[src/rtl/structure1_fc1_acc.sv]
// FC1 neuron engine: bias fetch, MAC over N_IN operand pairs,
// then ReLU with requantization to 0..127, one result per neuron.
module structure1_fc1_acc #(
  parameter int N_IN  = 64,
  parameter int N_OUT = 128,
  parameter int FRAC  = 4,
  parameter int ACC_W = 24
) (
  input  logic       clk,
  input  logic       rst_n,
  input  logic       start,
  input  logic       in_valid,
  output logic       in_ready,
  input  logic [7:0] x_in,
  input  logic [7:0] w_in,
  output logic       bias_en,
  input  logic [7:0] bias_in,
  output logic       out_valid,
  output logic [7:0] out_data,
  output logic [7:0] out_idx,
  output logic       done
);

  typedef enum logic [2:0] {
    IDLE,
    BIAS_REQ,
    BIAS_WAIT,
    ACC,
    OUT,
    DONE
  } state_t;

  localparam logic [7:0] K_LAST = 8'(N_IN - 1);
  localparam logic [7:0] N_LAST = 8'(N_OUT - 1);

  state_t state_q, state_d;

  logic signed [ACC_W-1:0] acc_q, acc_d;
  logic signed [ACC_W-1:0] acc_sh;
  logic signed [15:0]      prod;
  logic [7:0] k_q, k_d;
  logic [7:0] n_q, n_d;
  logic [7:0] sat;

  logic       in_ready_q, bias_en_q, out_valid_q, done_q;
  logic [7:0] out_data_q, out_data_d;
  logic [7:0] out_idx_q, out_idx_d;

  assign prod = $signed(x_in) * $signed(w_in);

  always_comb begin
    state_d = state_q;
    acc_d   = acc_q;
    k_d     = k_q;
    n_d     = n_q;
    unique case (state_q)
      IDLE: begin
        n_d = 8'd0;
        if (start) state_d = BIAS_REQ;
      end
      BIAS_REQ: state_d = BIAS_WAIT;
      BIAS_WAIT: begin
        acc_d = {{(ACC_W-8){bias_in[7]}}, bias_in}
                <<< FRAC;
        k_d = 8'd0;
        state_d = ACC;
      end
      ACC: begin
        if (in_valid) begin
          acc_d = acc_q + {{(ACC_W-16){prod[15]}}, prod};
          k_d = k_q + 8'd1;
          if (k_q == K_LAST) state_d = OUT;
        end
      end
      OUT: begin
        if (n_q == N_LAST) begin
          state_d = DONE;
        end else begin
          n_d = n_q + 8'd1;
          state_d = BIAS_REQ;
        end
      end
      DONE: state_d = IDLE;
      default: state_d = IDLE;
    endcase
  end

  // Requantize the value that will be final on entry to OUT.
  always_comb begin
    acc_sh = acc_d >>> FRAC;
    if (acc_sh[ACC_W-1]) begin
      sat = 8'd0;
    end else if (|acc_sh[ACC_W-2:7]) begin
      sat = 8'd127;
    end else begin
      sat = acc_sh[7:0];
    end
  end

  always_comb begin
    out_data_d = out_data_q;
    out_idx_d  = out_idx_q;
    if (state_d == OUT) begin
      out_data_d = sat;
      out_idx_d  = n_q;
    end
  end

  always_ff @(posedge clk or negedge rst_n) begin
    if (!rst_n) begin
      state_q     <= IDLE;
      acc_q       <= '0;
      k_q         <= 8'd0;
      n_q         <= 8'd0;
      in_ready_q  <= 1'b0;
      bias_en_q   <= 1'b0;
      out_valid_q <= 1'b0;
      done_q      <= 1'b0;
      out_data_q  <= 8'd0;
      out_idx_q   <= 8'd0;
    end else begin
      state_q     <= state_d;
      acc_q       <= acc_d;
      k_q         <= k_d;
      n_q         <= n_d;
      in_ready_q  <= (state_d == ACC);
      bias_en_q   <= (state_d == BIAS_REQ);
      out_valid_q <= (state_d == OUT);
      done_q      <= (state_d == DONE);
      out_data_q  <= out_data_d;
      out_idx_q   <= out_idx_d;
    end
  end

  assign in_ready  = in_ready_q;
  assign bias_en   = bias_en_q;
  assign out_valid = out_valid_q;
  assign done      = done_q;
  assign out_data  = out_data_q;
  assign out_idx   = out_idx_q;

endmodule

[config.mk]
export PLATFORM = sky130hd
export DESIGN_NAME = structure1_fc1_acc
export DESIGN_NICKNAME = d
export VERILOG_FILES = /design/src/rtl/structure1_fc1_acc.sv
export SDC_FILE = /design/constraint.sdc
export NUM_CORES = 1
export LEC_CHECK = 0
export CAP_MARGIN = 0
export CORE_ASPECT_RATIO = 0.75
export CORE_MARGIN = 8
export CORE_UTILIZATION = 61
export CTS_CLUSTER_DIAMETER = 80
export DETAILED_ROUTE_END_ITERATION = 10
export PLACE_DENSITY = 0.8
export SYNTH_ARGS = -nofsm -noshare
export SYNTH_HDL_FRONTEND = slang
export SYNTH_SLANG_ARGS = --single-unit
export TNS_END_PERCENT = 10
[constraint.sdc]
create_clock -name clk -period 3.55 [get_ports clk]
set_input_delay 0.355 -clock clk [delete_from_list [all_inputs] [get_ports clk]]
set_output_delay 0.355 -clock clk [all_outputs]
set_load 0.1 [all_outputs]
# Word-level counts from Yosys, hierarchy flattened

Index checks and enable logic that the tools add are counted.

Add/subtract/negate cells: 3
$mul: 1
Equal/unequal tests: 12
Mux-type cells: 13
Reduce and logical (&&, ||, !) cells: 6

Operator list:

| cell                | count |
|---|---|
| $pmux 24 s2         | 1 |
| $mux 8              | 4 |
| $pmux 8 s2          | 2 |
| $add 24x24->24      | 1 |
| $mux 24             | 1 |
| $add 8x1->8 const B | 2 |
| $mul 8x8->16        | 1 |
| $pmux 3 s5          | 1 |
| $reduce_or 13->1    | 1 |
| $mux 3              | 4 |
| $eq 3x2->1 const B  | 3 |
| $eq 3x3->1 const B  | 3 |
| $eq 8x6->1 const B  | 1 |
| $eq 8x7->1 const B  | 1 |
| $eq 3x1->1 const B  | 2 |
| $ne 2x2->1 const B  | 2 |
| $reduce_and 2->1    | 2 |
| $reduce_bool 2->1   | 2 |
| $logic_not 3->1     | 1 |

Register bits after elaboration: 63
Input bits: 28
Output and inout port bits: 20
Logic and storage cells: 46

# Depth between registers and ports, before layout

Word-level depth: 7
Depth in mapped cells: 31
Mapped depth without buffers: 31

# Least setup slack after synthesis

No wires, ideal clock.

Path type: input to register
Start: input port w_in[3]
End: register out_data_q[0], in the netlist out_data[0]
Library setup time: 124 ps
Data arrival time: 6496 ps
Required time: 3426 ps
Setup slack: -3069 ps
Stages on the path: 25
Buffers on the path: 0
Path through: and2_1 > fa_1 > inv_1 > fa_1 > inv_1 > fa_1 > inv_1 > fa_1 > inv_1 > ha_1 > a21oi_1 > nor2b_1 > a41oi_1 > a21oi_1 > xnor2_1 > ha_1 > a211oi_1 > nor2_1 > nor4_1 > o21ai_2 > a221oi_2 > xnor2_1 > a2111oi_4 > nand4_4 > o221a_1

Longest elaborated chain between the ends: 7

Ends and longest elaborated chain:

| what                 | RTL line | text |
|---|---|---|
| from (decl)          | 15       | `input logic [7:0] w_in,` |
| $mul 8x8->16 (*)     | 49       | `assign prod = $signed(x_in) * $signed(w_in);` |
| $add 24x24->24 (*)   | 70       | `acc_d = acc_q + {{(ACC_W-16){prod[15]}}, prod};` |
| $mux 24 (*)          | 69       | `if (in_valid) begin` |
| $pmux 24 s2 (*)      | 56       | `unique case (state_q)` |
| $reduce_or 13->1     | 93       | `end else if (\|acc_sh[ACC_W-2:7]) begin` |
| $mux 8               | 93       |  |
| $mux 8 (*)           | 91       | `if (acc_sh[ACC_W-1]) begin` |
| to (signal assigned) | 130      | `out_data_q <= out_data_d;` |
| to (decl)            | 46       | `logic [7:0] out_data_q, out_data_d;` |

Mark *: on every way between the ends. The rest lies on a longest branch, timed or not. The select of a mux whose other input is x is not followed.
A chain may end at the register's enable or synchronous reset.

# Final worst setup path

Start: input port x_in[3]
End: register out_data_q[6], in the netlist out_data[6]

Longest elaborated chain between the ends: 7

Ends and longest elaborated chain:

| what               | RTL line | text |
|---|---|---|
| from (decl)        | 14       | `input logic [7:0] x_in,` |
| $mul 8x8->16 (*)   | 49       |  |
| $add 24x24->24 (*) | 70       |  |
| $mux 24 (*)        | 69       |  |
| $pmux 24 s2 (*)    | 56       |  |
| $reduce_or 13->1   | 93       |  |
| $mux 8             | 93       |  |
| $mux 8 (*)         | 91       |  |

Marks and branches as above.

==> flow_metrics.tcl <==
set metrics [dict create \
    outcome "finished with violations" \
    violations "negative setup slack" \
    syn_inst 683 \
    grt_pass1_wl_mm 29.91 \
    synth-async-reset-ratio 1.000 \
    dp.final_hpwl_mm 13.11 \
    clk_pin_slew_ns 0.06 \
    first_iter_violations 507 \
    chip_width_um 134.1 \
    multi_input_area_sq_mm 0.004977 \
    coreArea_sq_mm 0.01025 \
    syn_avg_cell_area_sq_um 9.343 \
    yosysSeqAreaShare 0.2471 \
    crit_buf_inv 6 \
    maximum_number_of_pins_on_one_net_before_global_route_repair 35 \
    tritoncts_clock_tree "built" \
    syn_to_final_growth_pct 39.31 \
    drt_pass1_iterations 5 \
    grt_pass1_vias 6148 \
    route.detailed.vias_per_inst 6.003 \
    use_met3 0.07129 \
    route.final.wire_length_mm 19.92 \
    design.portCount 48 \
    worst-slew-pin-transition_ns 1.360 \
    remaining_drc_errors 0 \
    fin_worst_skew_ns 0.008504 \
    finalMaxSlewViolations 0 \
    finalWeightedCongestion 0.9310 \
    cts_buffer_depth 2 \
    synth-edff-count 0 \
    postSynthRegisterBits 63 \
    rsz0062_at_grt "true" \
    detailed_place.area_sq_mm 0.007988 \
    num_rows 32 \
    track_usage 0.2621 \
    final.min_clock_period_ns 6.447 \
    worst-path-max-fanout 7 \
    groute.layer.met2.usage 0.4329 \
    clk_latency_ns 0.34 \
    port_buffers 47 \
    final.period_utilization 1.816 \
    timing.rr.start "acc_q[0]$_DFFE_PN0P_" \
    r2r_setup_slack_ns 0.16 \
    cts_stage_hold_buffer_count 0 \
    number_of_warning_messages_in_the_yosys_log 0 \
    start_kind "input pin" \
    timing.rr.end "out_data[6]$_DFFE_PN0P_" \
    crit_path_frequent_cell "sky130_fd_sc_hd__fa_1" \
    final_layout_size_suffix_gt1_frac 0.3341 \
    synthDistinctLibCells 64 \
    initial_utilization 0.6226 \
    num_antenna_cells 0 \
    fp.dieArea_sq_mm 0.01402 \
    synth_nets 821 \
    drtAntennaViolNets 0 \
    global_route.usage.met1 0.3319 \
    maxSlewHeadroom 0.09023 \
    cts-buffers-inserted 9 \
    setup_slack_ns -2.897 \
    path_class "in2reg" \
    cts.htree.levels 3 \
    achievable-frequency_mhz 155.1 \
    timing.critical_path.to_type "register" \
    nets 998 \
    cp_num_cells 31 \
    max-cap-violations 0 \
    top_usage_layer "met2" \
    r2r.worst_path.cells 13 \
    die_y_um 104.6 \
    min_path_type "in2async" \
    critical-path-top-delay-family "adder cells" \
    post_drt_wl_per_cell_um 19.90 \
    clk_root_buffer_cell "sky130_fd_sc_hd__clkbuf_16" \
    tritoncts_num_sinks 63 \
    timing.final.hold_violations 0 \
    critical_path_arrival_ns 6.67 \
    finalInstanceArea_sq_mm 0.008890 \
    sequential_cell_area_sq_mm 0.001577 \
    grt_overflow 0 \
    max_stage_delay_ns 0.56 \
    route.vias.total 6009 \
    setup_failing_eps_final 26 \
    yosys_most_used_dff "sky130_fd_sc_hd__dfrtp_1" \
    syn-cell-area_sq_mm 0.006381 \
    worst-endpoint-required_ns 3.77 \
    antenna_violations_before_repair 0 \
    final_design_utilization 0.8673 \
    fillers 487 \
    timing.critical_path.slowest_stage_cell "sky130_fd_sc_hd__fa_1" \
]
[worst reg2reg max path: cells and delay by family, from the launching register on]
kind / cells / cell delay [ns]
AO/OA/AOI/OAI: 6 / 1.75
adder cells (fa/ha/maj): 2 / 0.47
XOR/XNOR: 1 / 0.15
flip-flops: 1 / 0.39
buffers and inverters: 1 / 0.07
AND/OR/NAND/NOR: 3 / 0.46
[kinds of logic after synthesis]
logic type | count (synthesis) | synth area share
AND/OR/NAND/NOR | 195 | 0.1643
adder cells (fa/ha/maj) | 110 | 0.2816
buffers and inverters | 109 | 0.06549
multiplexers | 12 | 0.02078
XOR/XNOR | 42 | 0.05765
AO/OA/AOI/OAI | 152 | 0.1631
flip-flops | 63 | 0.2471
[flip-flops by register name (all words and copies together) (netlist names)]
signal and count:
out_idx 8, state_q 3, acc_q 24, k_q 8, bias_en 1, out_data 8, in_ready 1, out_valid 1
n_q 8, done 1
[timing repair]
item,CTS,global route
setup buffers,7,10
gates resized for setup,137,70
hold endpoints to repair,0,0
setup endpoints to repair,27,27
pin swaps,49,67
[layout by cell type (no fill, tap or decap), types with 15 or more instances in the layout]
cell type,count
sky130_fd_sc_hd__clkdlybuf4s50_1,30
sky130_fd_sc_hd__inv_1,84
sky130_fd_sc_hd__a21oi_1,27
sky130_fd_sc_hd__xnor2_1,22
sky130_fd_sc_hd__buf_4,132
sky130_fd_sc_hd__fa_1,53
sky130_fd_sc_hd__and2_1,34
sky130_fd_sc_hd__ha_1,38
sky130_fd_sc_hd__xor2_1,15
sky130_fd_sc_hd__nand2_1,43
sky130_fd_sc_hd__o21ai_0,18
sky130_fd_sc_hd__nor2_1,28
sky130_fd_sc_hd__dfrtp_1,63
[cell usage after synthesis (all sizes together) (3+ instances only)]
| library cell | instances | area share |
|---|---|---|
| a211oi | 6 | 0.0071 |
| a21boi | 3 | 0.0035 |
| a21o | 11 | 0.013 |
| a21oi | 41 | 0.035 |
| a22o | 9 | 0.012 |
| and2 | 48 | 0.047 |
| and3 | 4 | 0.0039 |
| buf | 3 | 0.0031 |
| clkbuf | 11 | 0.0065 |
| dfrtp | 63 | 0.25 |
| fa | 56 | 0.18 |
| ha | 54 | 0.11 |
| inv | 95 | 0.056 |
| mux2 | 10 | 0.018 |
| nand2 | 46 | 0.027 |
| nand2b | 8 | 0.0078 |
| nand3 | 14 | 0.011 |
| nand4 | 6 | 0.0092 |
| nor2 | 33 | 0.020 |
| nor2b | 15 | 0.016 |
| nor3 | 10 | 0.0078 |
| o211ai | 4 | 0.0047 |
| o21a | 6 | 0.0071 |
| o21ai | 35 | 0.028 |
| o221a | 7 | 0.012 |
| o22ai | 9 | 0.0088 |
| o31ai | 3 | 0.0035 |
| xnor2 | 26 | 0.036 |
| xor2 | 16 | 0.022 |
[cell type report]
class	count	share of cell area
sequential	63	0.1773
clock inverter	7	0.01098
multi-input combinational	511	0.5599
clock buffer	9	0.02533
tap	136	0.01914
timing repair buffer	180	0.1672
inverter	95	0.04011
[routing by layer]
| layer | vias to the layer above | routed length, um |
|---|---|---|
| li1 | 2667 | - |
| met1 | 2984 | 8115 |
| met2 | 299 | 9647 |
| met3 | 59 | 1597 |
| met4 | 0 | 561 |
| met5 | - | 0 |
[through the flow]
stage	instances	TNS (ns)	setup WS, ns	hold slack, ns
6_report	1001	-53.65	-2.897	0.07882
5_1_grt	1001	-58.47	-3.117	0.1387
4_1_cts	991	-49.06	-2.763	0.08941
3_5_place_dp	968	-75.07	-3.758	0.4508
3_3_place_gp	968	-70.69	-3.563	0.4403
2_1_floorplan	683	-43.44	-2.536	0.05941
[how the worst max path moves through the flow]
stage	endpoint	start	slack, ns
after floorplan	out_data[0]$_DFFE_PN0P_	w_in[2]	-2.54
after global placement	out_data[0]$_DFFE_PN0P_	w_in[5]	-3.56
after detailed placement	out_data[0]$_DFFE_PN0P_	w_in[4]	-3.76
after CTS	out_data[4]$_DFFE_PN0P_	x_in[3]	-2.76
after global routing	out_data[6]$_DFFE_PN0P_	w_in[4]	-3.12
final	out_data[6]$_DFFE_PN0P_	x_in[3]	-2.90
Power is not shown: default switching activity piles up to over one toggle a cycle in this logic, so the estimate is an artifact.
